--- src/rtl/btn_pkg.sv ---
// Shared types and timing constants for the front-panel button conditioner.
// Latency: n/a (declarations only).
// Backpressure: n/a.
package btn_pkg;

    // Panel clock frequency; default timings below are derived from it.
    localparam int unsigned CLK_HZ = 50_000_000;

    // 20 ms debounce window, 1 s long-press threshold, 250 ms auto-repeat period.
    localparam int unsigned DEF_DEBOUNCE_CYCLES = CLK_HZ / 50;
    localparam int unsigned DEF_LONG_CYCLES     = CLK_HZ;
    localparam int unsigned DEF_REPEAT_CYCLES   = CLK_HZ / 4;

    typedef enum logic [2:0] {
        IDLE       = 3'd0,
        WAIT_PRESS = 3'd1,
        DOWN       = 3'd2,
        LONG       = 3'd3,
        WAIT_REL   = 3'd4
    } btn_state_t;

endpackage

--- src/rtl/btn_sync2.sv ---
// Two-flop synchroniser for a single asynchronous level input.
// Latency: 2 clk edges from input change to output change.
// Backpressure: none; the output follows the input continuously.
module btn_sync2 #(
    parameter logic RST_VAL = 1'b1
) (
    input  logic clk_i,
    input  logic rst_i,
    input  logic d_i,
    output logic q_o
);

    logic meta_q;
    logic sync_q;

    // Two back-to-back flops; both reset to the idle level of the input.
    always_ff @(posedge clk_i or posedge rst_i) begin
        if (rst_i) begin
            meta_q <= RST_VAL;
            sync_q <= RST_VAL;
        end else begin
            meta_q <= d_i;
            sync_q <= meta_q;
        end
    end

    assign q_o = sync_q;

endmodule

--- src/rtl/button_conditioner.sv ---
// Synchronise, debounce and classify one active-low panel button (press/release/click/long/repeat).
// Latency: press_pulse high the cycle after edge DEBOUNCE_CYCLES+2 counted from the first low sample; release symmetric.
// Backpressure: none; single-cycle pulses, auto-repeat only when BTN_AUTO_REPEAT_EN is defined.
module button_conditioner
    import btn_pkg::*;
#(
    parameter int unsigned DEBOUNCE_CYCLES = DEF_DEBOUNCE_CYCLES,
    parameter int unsigned LONG_CYCLES     = DEF_LONG_CYCLES,
    parameter int unsigned REPEAT_CYCLES   = DEF_REPEAT_CYCLES
) (
    input  logic clk,
    input  logic reset,
    input  logic btn_n,
    output logic pressed,
    output logic press_pulse,
    output logic release_pulse,
    output logic click_pulse,
    output logic long_pulse,
    output logic repeat_pulse
);

    // Every counter below relies on thresholds of at least 2 to keep its width non-zero.
    if (DEBOUNCE_CYCLES < 2 || LONG_CYCLES < 2 || REPEAT_CYCLES < 2) begin : g_param_check
        $error("button_conditioner: DEBOUNCE_CYCLES, LONG_CYCLES and REPEAT_CYCLES must all be >= 2");
    end

    localparam int unsigned DEB_W  = $clog2(DEBOUNCE_CYCLES);
    localparam int unsigned HOLD_W = $clog2(LONG_CYCLES);

    localparam logic [DEB_W-1:0]  DEB_LAST  = DEB_W'(DEBOUNCE_CYCLES - 1);
    localparam logic [DEB_W-1:0]  DEB_ONE   = DEB_W'(1);
    localparam logic [HOLD_W-1:0] HOLD_LAST = HOLD_W'(LONG_CYCLES - 1);
    localparam logic [HOLD_W-1:0] HOLD_ONE  = HOLD_W'(1);

    logic btn_n_sync;
    logic sync_dn;

    btn_sync2 #(
        .RST_VAL (1'b1)
    ) u_sync (
        .clk_i (clk),
        .rst_i (reset),
        .d_i   (btn_n),
        .q_o   (btn_n_sync)
    );

    assign sync_dn = ~btn_n_sync;

    btn_state_t        state_q, state_d;
    btn_state_t        ret_q,   ret_d;
    logic [DEB_W-1:0]  deb_q,   deb_d;
    logic [HOLD_W-1:0] hold_q,  hold_d;
    logic              pressed_q, pressed_d;
    logic              press_q,   press_d;
    logic              rel_q,     rel_d;
    logic              click_q,   click_d;
    logic              long_q,    long_d;

`ifdef BTN_AUTO_REPEAT_EN
    localparam int unsigned       REP_W    = $clog2(REPEAT_CYCLES);
    localparam logic [REP_W-1:0]  REP_LAST = REP_W'(REPEAT_CYCLES - 1);
    localparam logic [REP_W-1:0]  REP_ONE  = REP_W'(1);

    logic [REP_W-1:0] rep_q, rep_d;
    logic             repeat_q, repeat_d;
`endif

    // State, counters and registered outputs; reset aborts any press in progress silently.
    always_ff @(posedge clk or posedge reset) begin
        if (reset) begin
            state_q   <= IDLE;
            ret_q     <= DOWN;
            deb_q     <= '0;
            hold_q    <= '0;
            pressed_q <= 1'b0;
            press_q   <= 1'b0;
            rel_q     <= 1'b0;
            click_q   <= 1'b0;
            long_q    <= 1'b0;
`ifdef BTN_AUTO_REPEAT_EN
            rep_q     <= '0;
            repeat_q  <= 1'b0;
`endif
        end else begin
            state_q   <= state_d;
            ret_q     <= ret_d;
            deb_q     <= deb_d;
            hold_q    <= hold_d;
            pressed_q <= pressed_d;
            press_q   <= press_d;
            rel_q     <= rel_d;
            click_q   <= click_d;
            long_q    <= long_d;
`ifdef BTN_AUTO_REPEAT_EN
            rep_q     <= rep_d;
            repeat_q  <= repeat_d;
`endif
        end
    end

    // Next-state and next-output logic; counters hold unless explicitly advanced or cleared.
    always_comb begin
        state_d   = state_q;
        ret_d     = ret_q;
        deb_d     = deb_q;
        hold_d    = hold_q;
        pressed_d = pressed_q;
        press_d   = 1'b0;
        rel_d     = 1'b0;
        click_d   = 1'b0;
        long_d    = 1'b0;
`ifdef BTN_AUTO_REPEAT_EN
        rep_d     = rep_q;
        repeat_d  = 1'b0;
`endif

        unique case (state_q)
            IDLE: begin
                if (sync_dn) begin
                    state_d = WAIT_PRESS;
                    deb_d   = DEB_ONE;
                end
            end

            WAIT_PRESS: begin
                if (!sync_dn) begin
                    // Glitch shorter than the debounce window: drop it.
                    state_d = IDLE;
                    deb_d   = '0;
                end else if (deb_q == DEB_LAST) begin
                    state_d   = DOWN;
                    press_d   = 1'b1;
                    pressed_d = 1'b1;
                    hold_d    = '0;
                    deb_d     = '0;
                end else begin
                    deb_d = deb_q + DEB_ONE;
                end
            end

            DOWN: begin
                // A release sample takes priority over reaching the long threshold.
                if (!sync_dn) begin
                    state_d = WAIT_REL;
                    deb_d   = DEB_ONE;
                    ret_d   = DOWN;
                end else if (hold_q == HOLD_LAST) begin
                    state_d = LONG;
                    long_d  = 1'b1;
`ifdef BTN_AUTO_REPEAT_EN
                    rep_d   = '0;
`endif
                end else begin
                    hold_d = hold_q + HOLD_ONE;
                end
            end

            LONG: begin
                // hold_q stays saturated at its threshold while in LONG.
                if (!sync_dn) begin
                    state_d = WAIT_REL;
                    deb_d   = DEB_ONE;
                    ret_d   = LONG;
                end else begin
`ifdef BTN_AUTO_REPEAT_EN
                    if (rep_q == REP_LAST) begin
                        repeat_d = 1'b1;
                        rep_d    = '0;
                    end else begin
                        rep_d = rep_q + REP_ONE;
                    end
`endif
                end
            end

            WAIT_REL: begin
                // Hold and repeat counters are frozen here so a bounce resumes where it left off.
                if (sync_dn) begin
                    state_d = ret_q;
                    deb_d   = '0;
                end else if (deb_q == DEB_LAST) begin
                    state_d   = IDLE;
                    rel_d     = 1'b1;
                    click_d   = (ret_q == DOWN);
                    pressed_d = 1'b0;
                    deb_d     = '0;
                    hold_d    = '0;
`ifdef BTN_AUTO_REPEAT_EN
                    rep_d     = '0;
`endif
                end else begin
                    deb_d = deb_q + DEB_ONE;
                end
            end

            default: begin
                state_d = IDLE;
            end
        endcase
    end

    assign pressed       = pressed_q;
    assign press_pulse   = press_q;
    assign release_pulse = rel_q;
    assign click_pulse   = click_q;
    assign long_pulse    = long_q;
`ifdef BTN_AUTO_REPEAT_EN
    assign repeat_pulse  = repeat_q;
`else
    assign repeat_pulse  = 1'b0;
`endif

endmodule

--- config.mk ---
export PLATFORM = sky130hd
export DESIGN_NAME = button_conditioner
export DESIGN_NICKNAME = d
export VERILOG_FILES = /design/src/rtl/btn_pkg.sv /design/src/rtl/btn_sync2.sv /design/src/rtl/button_conditioner.sv
export SDC_FILE = /design/constraint.sdc
export NUM_CORES = 1
export LEC_CHECK = 0
export CORE_ASPECT_RATIO = 1.2
export CORE_MARGIN = 2
export CORE_UTILIZATION = 30
export CTS_BUF_LIST = sky130_fd_sc_hd__clkbuf_2
export DETAILED_ROUTE_END_ITERATION = 8
export PLACE_DENSITY = 0.56
export SYNTH_ARGS = -nofsm -noshare
export SYNTH_HDL_FRONTEND = slang
export SYNTH_SLANG_ARGS = --single-unit
--- constraint.sdc ---
create_clock -name clk -period 2.25 [get_ports clk]
set_clock_uncertainty 0.15 [all_clocks]
set_input_delay 0.45 -clock clk [delete_from_list [all_inputs] [get_ports clk]]
set_output_delay 0.45 -clock clk [all_outputs]
set_load 0.02 [all_outputs]
* Word-level counts from Yosys, hierarchy flattened
Index checks and enable logic that the tools add are counted.
** Word-level totals
- Register bits after elaboration :: 59
- Bits of input ports :: 3
- Output and inout port bits :: 6
- Word-level logic and storage cells :: 84
** Cells by class
- $add $sub $neg :: 2
- Equality and inequality tests :: 20
- Multiplexer cells :: 40
- Reduce and logical (&&, ||, !) cells :: 11
** Operator list (count)
- two-way mux 26 bit :: 5
- two-way mux 20 bit :: 5
- one-hot mux 20 bit (4 select lines) :: 1
- one-hot mux 26 bit (3 select lines) :: 1
- two-way mux 3 bit :: 10
- adder 26 x 1 -> 26 bit (second input constant) :: 1
- equality test 26 bit (second input constant) :: 1
- adder 20 x 1 -> 20 bit (second input constant) :: 1
- equality test 20 bit (second input constant) :: 1
- two-way mux 1 bit :: 15
- one-hot mux 3 bit (5 select lines) :: 1
- AND reduction 5 bit :: 3
- != test 2 bit (second input constant) :: 6
- equality test 3 x 2 -> 1 bit (second input constant) :: 3
- != test 2 x 1 -> 1 bit (second input constant) :: 4
- != test 3 x 2 -> 1 bit (second input constant) :: 2
- one-hot mux 3 bit (2 select lines) :: 1
- AND reduction 3 bit :: 2
- nonzero test 2 bit :: 2
- nonzero test 4 bit :: 1
- equality test 3 x 1 -> 1 bit (second input constant) :: 1
- equality test 3 bit (second input constant) :: 1
- logical NOT 3 bit :: 1
- != test 3 bit (second input constant) :: 1
- 3 further kinds :: 3

* Logic depth before layout (Yosys ltp)
- Depth in word-level cells :: 4
- Gate-level depth with buffers :: 7
- Gate-level depth less buffers :: 6

* Cells and area by module
A second synthesis with hierarchy kept.
** Unflattened totals
- Cells, all modules :: 344
- Area total of the unflattened synthesis :: 3190.6 um2
** Modules (own cells, without submodules)
- button_conditioner :: instances 1, cells each 341, area an instance 3134.3 um2, sequential area each 1376.3 um2
- btn_sync2 :: instances 1, cells each 3, area an instance 56.3 um2, sequential area each 52.6 um2

* Worst setup path after synthesis
Ideal clock, no wire load.
- Path kind :: register to register
- From :: reg state_q[2]
- To :: reg hold_q[1]
- Setup time :: 0.125 ns
- Arrival time :: 1.809 ns
- Required time :: 1.975 ns
- Slack :: 0.166 ns
- Cell stages (with the launch flop) :: 7
- Path buffers :: 1
- Period minus slack after synthesis :: 2.084 ns
- Path through :: dfrtp_1 -> buf_4 -> or3b_2 -> a21oi_4 -> nand3_1 -> o21ai_2 -> mux2_2
** On the way
- Word-level cells in the longest chain between the ends :: 3
- Elaborated cells on any way between the ends :: 10
- Those cells by class :: eq/ne (7); mux (1); reduce/logical (2)
** Ends and longest elaborated chain
- start: declaration :: RTL line button_conditioner.sv:49 : btn_state_t state_q, state_d;
- start signal: assignment :: RTL line button_conditioner.sv:85 : state_q <= state_d;
- equality test 3 x 1 -> 1 bit, or another cell as far along :: RTL line button_conditioner.sv:117 : unique case (state_q)
- != test 2 bit (no source line), or another cell as far along
- AND reduction 5 bit (no source line)
- end signal: assignment :: RTL line button_conditioner.sv:88 : hold_q <= hold_d;
- end: declaration :: RTL line button_conditioner.sv:52 : logic [HOLD_W-1:0] hold_q, hold_d;
Parallel ways exist; a longest one is shown, timed or not.
A chain may end at the register's enable or synchronous reset.

* Worst setup path in the final report
- From :: reg u_sync.sync_q (netlist: u_sync.q_o)
- To :: reg deb_q[18]
** On the way
- Word-level cells in the longest chain between the ends :: 2
- Elaborated cells on any way between the ends :: 6
- Those cells by class :: eq/ne (2); mux (3); reduce/logical (1)
** Ends and longest elaborated chain
- start: declaration :: RTL line btn_sync2.sv:14 : logic sync_q;
- start signal: assignment :: RTL line btn_sync2.sv:23 : sync_q <= meta_q;
- two-way mux 20 bit, or another cell as far along :: RTL line button_conditioner.sv:178 : if (sync_dn) begin
- one-hot mux 20 bit (4 select lines) / AND reduction 3 bit (equally long branches)
- end signal: assignment :: RTL line button_conditioner.sv:73 : deb_q <= '0;
- end signal: assignment :: RTL line button_conditioner.sv:87 : deb_q <= deb_d;
- end: declaration :: RTL line button_conditioner.sv:51 : logic [DEB_W-1:0] deb_q, deb_d;
Parallel ways exist; a longest one is shown, timed or not.

==> run_results.csv <==
group,metric,value,unit
run_status,outcome,"complete, no violations",
clocking,clk_latency,500,ps
routing,finalWirelength,6.54,mm
pwr,max-vdd-ir-drop,0.174,mV
routing,viasPerCell,4.99,
cells_and_area,layout_common_cells,"dfrtp_1, nor2_1, xnor2_1",
floorplanning,placementRows,41,
yosys,synth_seq_cells,57,
place,dp_cells,471,
floorplanning,die_area,11400,um^2
floorplanning,initial_core_util,30.4,%
setup_path,critPathSlowestCell,"dfstp_2",
grt,grt_max_degree,25,
yosys,yosys_warnings,0,
setup_path,rr_endpoint,"deb_q[18]$_DFFE_PP0P_",
clocking,cts_max_level,3,
routing,route.detailed.drc,0,
job,maxCapViolCount,0,
routing,wl_per_cell,13.4,um
worst_hold_path,hold_class,"primary input to asynchronous set/reset pin",
grt,grt_overflow_total,0,
sta,rsz0062_at_grt,"false",
sta,finalSetupViolations,0,
cells_and_area,final_area,3580,um^2
yosys,ys_seq_area_share,45.2,%
grt,grt_pass1_wl,11.2,mm
sta,finalCritPeriodShare,94.6,%
setup_path,crit_required,2490,ps
setup_path,crit_path_end_kind,"flip-flop",
floorplanning,fp.coreArea,10400,um^2
setup_path,path_class,"flip-flop to flip-flop",
grt,antenna_found_initial,0,
setup_path,crit_start,"u_sync.q_o$_DFF_PP1_",
setup_path,critPathArrivalTime,2370,ps
floorplanning,die_x,97.7,um
sta,slew_viol_final,0,
yosys,netlist_area,3160,um^2
cells_and_area,fin_cells,488,
grt,grt_use_total,12.3,%
routing,antenna_left,0,
yosys,synthCells,335,
setup_path,cp-start-kind,"flip-flop",
setup_path,cp_max_fo,9,
clocking,clock_sinks,57,
pwr,p_per_area,496,nW/um^2
floorplanning,die_h,116,um
place,hpwl,4.55,mm
cells_and_area,fin_util,34.4,%
place,place_area,3460,um^2
routing,vias,2436,
setup_path,path_delay_family,"simple AND/OR/NAND/NOR gates",
setup_path,critical_path.max_stage_delay,650,ps
place,portBuffers,7,
yosys,netlist-cell-type-count,52,
yosys,synth_edf_count,0,
sta,max_freq,470,MHz
cells_and_area,finalNetCount,358,
clocking,numCtsBuffers,9,
yosys,syn-num-nets,340,
setup_path,ff2ff_setup_slack,120,ps
cells_and_area,final_common_cell,"dfrtp_1",
setup_path,path_cells,"or4b_2, nand4_1, nor3_1, xnor2_1, nor2_1",
setup_path,r2r-start,"u_sync.q_o$_DFF_PP1_",
yosys,synth-main-ff-cell,"dfrtp_1",
clocking,cts.path.max_buffers,2,
floorplanning,ioPinCount,9,
clocking,clkTransAtPathRegs,180,ps
routing,drtIter0Drc,70,
sta,tns,0,ps
sta,fin_crit,2130,ps
yosys,synth-async-reset-ratio,100,%
routing,first_pass_iters,4,
setup_path,path_buf_inv,0,
cells_and_area,drive_above_1_share,14.5,%
pwr,total_leakage_power,0.00143,uW
cells_and_area,syn2layout_area_growth,13.2,%
clocking,postCtsSetupRepairBufs,0,
clocking,cts_tree,"yes",
clocking,clockRootBuffer,"clkbuf_2",
sta,finalHoldViolations,0,
setup_path,reg2regPathDepth,5,
yosys,synth_area_per_cell,9.44,um^2
grt,grt_pass1_vias,2348,
place,gp_congestion,0.798,
## power by group
| group | switching, uW | internal (uW) | leakage [uW] |
|---|---|---|---|
| logic | 54.8 | 33.5 | 0.000577 |
| clock network | 382 | 264 | 0.0000734 |
| registers | 8.13 | 1030 | 0.000782 |
| total | 445 | 1330 | 0.00143 |
## repair_timing
action	CTS	global route
endpoints found under the setup margin	0	9
hold buffers	0	0
resized for setup	0	3
## Yosys cell counts, types with 6 or more instances
| library cell | count | area share (%) |
|---|---|---|
| a21oi_1 | 6 | 0.95 |
| and3_1 | 8 | 1.6 |
| and4_1 | 6 | 1.7 |
| buf_2 | 6 | 0.95 |
| clkbuf_1 | 8 | 0.95 |
| dfrtp_1 | 55 | 44 |
| inv_1 | 9 | 1.1 |
| nand2_1 | 22 | 2.6 |
| nand3_1 | 18 | 2.8 |
| nand4_1 | 10 | 2.0 |
| nor2_1 | 50 | 5.9 |
| nor3_1 | 24 | 3.8 |
| nor4b_1 | 8 | 2.2 |
| o21ai_0 | 8 | 1.3 |
| xnor2_1 | 32 | 8.9 |
## area by class of cell
type                            instances  area [um^2]
Fill cell                            1066         6840
Clock buffer                           12         60.1
Sequential cell                        57         1430
Clock inverter                          4         43.8
Inverter                                9         33.8
Timing Repair Buffer                   25          230
Tap cell                              129          161
Antenna cell                            1         2.50
Multi-Input combinational cell        251         1620
## metrics by stage
stage               hold slack, ps  setup slack [ps]  total power, uW
global route                  53.5              7.03             1860
CTS                           17.7               116             1810
floorplan                      195               166             1120
detailed placement             200               140             1150
global placement               200               144             1150
finish                        42.8               122             1780
## worst max path at each step
stage,cells past startpoint,to
detailed placement,6,hold_q[25]$_DFFE_PP0P_
floorplan,6,hold_q[1]$_DFFE_PP0P_
global placement,6,hold_q[25]$_DFFE_PP0P_
global route,5,deb_q[8]$_DFFE_PP0P_
CTS,6,deb_q[19]$_DFFE_PP0P_
finish,5,deb_q[18]$_DFFE_PP0P_
## sequential cells by signal, indices dropped and copies added, names as in the netlist
signal	cells
release_pulse	1
long_pulse	1
u_sync.q_o	1
ret_q	1
state_q	3
pressed	1
press_pulse	1
click_pulse	1
hold_q	26
deb_q	20
u_sync.meta_q	1
## cells by family (layout without fill, tap and decap cells)
kind of cell,Yosys count,count (layout),synth area share (%)
and+or+nand+nor,181,181,32.7
DFF,57,57,45.2
xor gates and xnor gates,35,35,9.70
AOI/OAI and AO/OA,27,27,5.78
buffers and inverters,27,50,4.04
muxes,5,5,1.66
adders and majority gates,2,2,0.791
other,1,2,0.119
## per-layer routing
layer | GRT usage, % | vias to the layer above | share of wire [%]
li1 | - | 1211 | -
met1 | 14.6 | 1188 | 47
met2 | 20.8 | 29 | 49
met3 | 2.75 | 8 | 2.8
met4 | 6.48 | 0 | 1.5
met5 | 0 | - | 0
Note: power is estimated with default switching activity, not from simulation.
